--- src/rtl/lut_sweep_eval.sv ---
// Sweeps an N-input truth table over x = 0..2^N-1, one registered (x, F) per enabled cycle, collecting results.
// Optional comparator against i_exp_tt is built when LUT_SWEEP_CHECK_EN is defined; otherwise mismatch outputs are 0.
module lut_sweep_eval #(
   parameter int N = 4,
   parameter logic [(2**N)-1:0] TT_INIT = 16'h9FF8
) (
   input  logic              i_clk,
   input  logic              i_rst_n,
   input  logic              i_start,
   input  logic              i_step_en,
   input  logic              i_tt_load,
   input  logic [(2**N)-1:0] i_tt_in,
   input  logic [(2**N)-1:0] i_exp_tt,
   output logic              o_busy,
   output logic              o_valid,
   output logic [N-1:0]      o_x_out,
   output logic              o_f_out,
   output logic              o_done,
   output logic [N:0]        o_ones_count,
   output logic [(2**N)-1:0] o_result_vec,
   output logic              o_mismatch,
   output logic [N-1:0]      o_first_bad
);
   localparam int W = 2**N;

   typedef enum logic [1:0] {S_IDLE, S_SWEEP, S_DONE} state_t;

   state_t         r_state;
   state_t         w_state_nxt;
   logic [W-1:0]   r_tt;
   logic [N-1:0]   r_idx;
   logic [N-1:0]   r_x;
   logic           r_f;
   logic           r_valid;
   logic [N:0]     r_ones;
   logic [W-1:0]   r_res;
   logic           w_f;
   logic           w_eval;
   logic           w_last;
   logic           w_accept;

   assign w_f      = r_tt[r_idx];
   assign w_eval   = (r_state == S_SWEEP) && i_step_en;
   assign w_last   = (r_idx == {N{1'b1}});
   assign w_accept = (r_state == S_IDLE) && i_start;

   always_ff @(posedge i_clk or negedge i_rst_n) begin
      if (!i_rst_n) begin
         r_state <= S_IDLE;
      end else begin
         r_state <= w_state_nxt;
      end
   end

   always_comb begin
      w_state_nxt = r_state;
      case (r_state)
         S_IDLE:  if (i_start) w_state_nxt = S_SWEEP;
         S_SWEEP: if (w_eval && w_last) w_state_nxt = S_DONE;
         S_DONE:  w_state_nxt = S_IDLE;
         default: w_state_nxt = S_IDLE;
      endcase
   end

   always_ff @(posedge i_clk or negedge i_rst_n) begin
      if (!i_rst_n) begin
         r_tt    <= TT_INIT;
         r_idx   <= '0;
         r_x     <= '0;
         r_f     <= 1'b0;
         r_valid <= 1'b0;
         r_ones  <= '0;
         r_res   <= '0;
      end else begin
         r_valid <= w_eval;
         // a load coinciding with start lands before the first evaluation edge
         if ((r_state == S_IDLE) && i_tt_load) begin
            r_tt <= i_tt_in;
         end
         if (w_accept) begin
            r_idx  <= '0;
            r_ones <= '0;
            r_res  <= '0;
         end
         if (w_eval) begin
            r_x        <= r_idx;
            r_f        <= w_f;
            r_res[r_idx] <= w_f;
            r_ones     <= r_ones + (N+1)'(w_f);
            r_idx      <= r_idx + N'(1);
         end
      end
   end

`ifdef LUT_SWEEP_CHECK_EN
   logic         r_mis;
   logic [N-1:0] r_bad;

   always_ff @(posedge i_clk or negedge i_rst_n) begin
      if (!i_rst_n) begin
         r_mis <= 1'b0;
         r_bad <= '0;
      end else if (w_accept) begin
         r_mis <= 1'b0;
         r_bad <= '0;
      end else if (w_eval && !r_mis && (w_f != i_exp_tt[r_idx])) begin
         r_mis <= 1'b1;
         r_bad <= r_idx;
      end
   end

   assign o_mismatch  = r_mis;
   assign o_first_bad = r_bad;
`else
   logic w_unused_exp;
   assign w_unused_exp = ^i_exp_tt;
   assign o_mismatch   = 1'b0;
   assign o_first_bad  = '0;
`endif

   assign o_busy       = (r_state == S_SWEEP);
   assign o_done       = (r_state == S_DONE);
   assign o_valid      = r_valid;
   assign o_x_out      = r_x;
   assign o_f_out      = r_f;
   assign o_ones_count = r_ones;
   assign o_result_vec = r_res;
endmodule

--- config.mk ---
export PLATFORM = sky130hd
export DESIGN_NAME = lut_sweep_eval
export DESIGN_NICKNAME = d
export VERILOG_FILES = /design/src/rtl/lut_sweep_eval.sv
export SDC_FILE = /design/constraint.sdc
export NUM_CORES = 1
export LEC_CHECK = 0
export BUFFER_PORTS_ARGS = -buffer_cell sky130_fd_sc_hd__buf_2
export CELL_PAD_IN_SITES_DETAIL_PLACEMENT = 1
export CELL_PAD_IN_SITES_GLOBAL_PLACEMENT = 1
export CORE_MARGIN = 5
export CORE_UTILIZATION = 40
export DETAILED_ROUTE_END_ITERATION = 7
export PLACE_DENSITY_LB_ADDON = 0.1
export SLEW_MARGIN = 5
export SYNTH_ARGS = -nofsm -noshare
export SYNTH_HDL_FRONTEND = slang
export SYNTH_SLANG_ARGS = --single-unit
--- constraint.sdc ---
create_clock -name i_clk -period 2.5 [get_ports i_clk]
set_input_delay 0.5 -clock i_clk [delete_from_list [all_inputs] [get_ports i_clk]]
set_output_delay 0.5 -clock i_clk [all_outputs]
set_load 0.005 [all_outputs]
# Word level (Yosys, flattened, before mapping)
# Index checks and enable logic that the tools add are counted.
# word_totals
word_cells,39
register_bits,49
output_inout_bits,34
# op_classes
reduce_logical,8
magnitude_cmp,2
n_mux,14
eq_ne,5
n_addsub,2
# ops
cell,n
16-bit two-way mux,2
16-bit bitwise mux,1
5-bit two-way mux,2
4-bit two-way mux,2
5-bit by 1-bit adder with 5-bit output,1
1-bit logical AND,5
4-bit by 5-bit less-than comparator with 1-bit output (second input constant),1
4-bit by 1-bit adder with 4-bit output (second input constant),1
1-bit binary-select mux with 4-bit select,1
1-bit demux with 4-bit select,1
4-bit == test (second input constant),1
4-bit by 1-bit >= comparator with 1-bit output (second input constant),1
2-bit two-way mux,2
2-bit one-hot mux with 2 select lines,1
2-bit by 1-bit == test with 1-bit output (second input constant),1
2-bit == test (second input constant),1
2-bit zero test,1
1-bit two-way mux,2
2-bit by 1-bit != test with 1-bit output (second input constant),1
2-bit != test (second input constant),1
2-bit AND reduction,1
2-bit nonzero test,1

# Longest topological paths before layout
# logic_depth
word_depth,6
depth_mapped,8
ltp_nobuf,7

# Worst setup path before layout
# No wires, ideal clock.
# synth_timing
kind,register to register
from,register r_idx[1]
to,register r_ones[1] (netlist: o_ones_count[1])
path_slack_ns,0.206
t_arrival_ns,2.173
path_stages_with_launch,7
cell_sequence,dfrtp_1 > buf_1 > mux4_2 > mux4_2 > ha_1 > ha_1 > a22o_1
# synth_between
elab_chain_len,4
# synth_rtl
item,line_no,source
from (decl),31,logic [N-1:0] r_idx;
from (signal assigned),90,r_idx <= r_idx + N'(1);
1-bit binary-select mux with 4-bit select,42,assign w_f = r_tt[r_idx];
1-bit two-way mux (implied by the code),42,
via w_f,37,logic w_f;
5-bit by 1-bit adder with 5-bit output,89,r_ones <= r_ones + (N+1)'(w_f);
5-bit two-way mux,85,if (w_eval) begin
to (signal assigned),89,
to (decl),35,logic [N:0] r_ones;
# The timed path passes the listed nets, and every way through them passes these cells. The select of a mux whose other input is x is not followed.
# A chain may end at the register's enable or synchronous reset.

# Worst setup path after layout
# layout_timing
from,register r_idx[1]
to,register r_ones[4] (netlist: o_ones_count[4])
# The elaborated chain is that of the path after synthesis.

==> results by group <==
Global route
  • Initial antenna violation count: 0
  • Grt total ovfl: 0
  • Grt met3 use: about 3.2%
  • GR Util All Layers: between 10% and 20%
  • First-pass GRT wire length: 9730 um
  • Vias in the first global route: ~1,900
  • Largest net degree at the start of global routing: 23
  • Met1 Use GR: 20.5%
  • Met2 Use GR: between 20% and 30%
  • Layer with the highest usage: met2

Power
  • Worst VDD drop: ~0.49 mV
  • Internal power: roughly 2.2 mW
  • Leak pwr: about 1.4 nW
  • Sw power: about 1.2 mW
  • Overall power: 3.46 mW
  • Clock network power share: roughly 14%
  • Switching Fraction: 35.8%
  • Comb pwr share: around 44%
  • Seq pwr share: between 40 and 50%
  • PD cells: ~1200 nW/um^2

CTS
  • Clock sinks: 49
  • H-Tree Depth: 2
  • Clk_lat worst skew: ~290 ps
  • Post-CTS setup buffers: 0
  • TritonCTS clock tree: yes
  • Clk pin slew, worst setup/hold paths: 80 ps
  • Clock buffer depth: 2
  • CTS Buf Count: 5
  • Gates resized, CTS repair: 0
  • Root cell of the clock tree: clkbuf_8
  • CTS hold repair buffers: 0

Timing
  • RSZ-0062 raised after global routing: no
  • Final-report setup violation count: 0
  • Final Hold Fails: 0
  • Setup slack after layout: 170 ps
  • Clock Skews: slightly below 4 ps
  • Setup TNS: 0 ps
  • Final Critical Period: 2330 ps
  • Final worst-path cycle share: between 90% and 100%
  • Fmax achieved: 429 MHz
  • Max-slew violation count: 0

Critical path
  • Setup crit start kind: flop
  • Max FO, Critical Path: 4
  • Depth of the most critical reg-to-reg path: 6
  • CP startpoint: r_idx[1]
  • R2R Path End: o_ones_count[4]
  • Worst r2r src: r_idx[1]
  • Critical path required time: 2720 ps
  • Endpoint type of the worst setup path: flop
  • R2R setup slack: roughly 170 ps
  • Arrival time at the worst endpoint: about 2600 ps
  • WS Path Type: flop to flop

Floorplan
  • DIE AREA: around 7700 um^2
  • Starting Density: between 40% and 50%
  • Die span in y: around 90 um
  • Site Rows: 28
  • Die width: around 88 um
  • I/O Pins: approximately 70
  • Core area: between 5000 and 6000 um^2

Synth
  • Post-synthesis cell count: 189
  • Count of state elements after synthesis: a little under 50
  • Synthesis warning total: 0
  • Synth top area share: between 30% and 40%
  • Sequential area share after synthesis: 51.3%
  • Synth Cell Area: about 2400 um^2
  • Unique cell type count in the Yosys netlist: 35
  • Yosys top cell by area: dfrtp_1
  • Avg Cell Area, Syn: approximately 13 um^2
  • Synth top area cells: dfrtp_1, dfstp_2, mux2_2

Run status
  • Status: finished clean

Place
  • Port bufs: slightly below 50
  • Worst slack at placement: 167 ps
  • Area of placed instances: ~2700 um^2
  • RePlAce Congestion: 0.822
  • HPWL after detailed placement: around 4500 um

Flow run
  • Max_cap viols: 0

Cells and area
  • Syn-to-layout area delta: 17.4%
  • Post-route cell area: ~2800 um^2
  • Final Net Count: around 280
  • Antenna Cells: 0
  • Share of cells above drive strength 1: between 40% and 50%
  • Commonest cells after routing, fill and taps aside: buf_2, dfrtp_1, mux2_2, nand2_1, nand4_1
  • Commonest non-fill, non-tap cell in the layout: buf_2

Route
  • Routed wire per std cell: 18.1 um
  • Detailed Routing Iterations Pass 1: 4
  • Initial DRC Count: 55
  • Via count: ~1,700
  • Via/cell ratio: about 5.5
  • Routed Wire Length: about 5700 um
  • Post-DRT Antenna Nets: 0
  • DRC: 0

Min path
  • HP Class: input port to async pin
[sequential cells by signal (all words and copies together), names as in the netlist]
register	count
o_f_out	1
r_state	2
o_x_out	4
r_idx	4
o_valid	1
r_tt	16
o_ones_count	5
o_result_vec	16
[worst max-delay path by stage]
stage | to | slack, ps | cells after the start
final | o_ones_count[4] | 170 | 6
after global routing | o_ones_count[2] | 40 | 7
after CTS | o_ones_count[4] | 140 | 6
after detailed placement | o_ones_count[4] | 170 | 6
after global placement | o_ones_count[1] | 200 | 5
after floorplan | o_ones_count[1] | 210 | 6
[power by group through the flow]
stage               Sequential [mW]  Combinational, mW  Clock (mW)
global route                   1.53               1.68       0.519
CTS                            1.48               1.55       0.493
global placement               1.46               1.48           0
finish                         1.47               1.53       0.467
detailed placement             1.49               1.55           0
floorplan                      1.42               1.04           0
[synth_stat cells]
master     n
ha_1       6
and3b_1    1
mux4_1     2
mux2i_1    5
o211ai_1  11
nand4b_1   4
o31ai_1    3
buf_4      5
buf_6      1
or3b_1     1
o311ai_1   1
o21ai_0    2
dfstp_2   11
conb_1     1
mux2_1     1
and2b_1    1
inv_1      5
nand2_1   17
a21oi_1    2
clkbuf_1   6
nor3b_2    1
buf_1      2
nand4_1   15
mux4_2     7
mux2_2    20
o311ai_0   3
nand3_1    1
or2b_1     1
a22o_1     3
nand2b_1   2
dfrtp_1   38
nor2b_1    3
mux2_4     1
buf_2      4
nor2_1     2
[metrics by stage]
stage          std cells  hold slack, ps  utilization [%]
6_report             317             107             48.2
5_1_grt              317             123             48.2
4_1_cts              317             111             48.2
3_5_place_dp         309             440             46.7
3_3_place_gp         309             424             46.7
2_1_floorplan        193             204                -
[critical path, stage by stage, from the launching register on]
cell and delay, ps:
dfrtp_1 430, mux4_1 560, mux4_2 530, ha_1 220, ha_1 210, nand4_1 120
mux2i_1 190
[metal layers]
| layer | share of wire [%] | vias up |
|---|---|---|
| met5 | 0 | - |
| met3 | 4.6 | 5 |
| li1 | - | 798 |
| met2 | 52 | 42 |
| met4 | 0.96 | 0 |
| met1 | 42 | 883 |
[cell families after synthesis]
kind of cell / after synthesis / share of synthesized area [%]
simple gates: 49 / 11.7
other cells: 1 / 0.155
flops: 49 / 51.3
compound gates: 25 / 7.72
buf+inv: 23 / 4.87
mux: 36 / 21.2
fa+ha+maj: 6 / 3.11
[area by class of cell]
| cell class | count | area [um^2] |
|---|---|---|
| timing repair buffer | 59 | 320 |
| tap | 75 | 93.8 |
| multi-input combinational | 121 | 1070 |
| sequential | 49 | 1240 |
| clock buffer | 8 | 90.1 |
| inverter | 5 | 18.8 |
| fill | 635 | 3050 |
No activity file was read; power rests on OpenSTA's default activity.
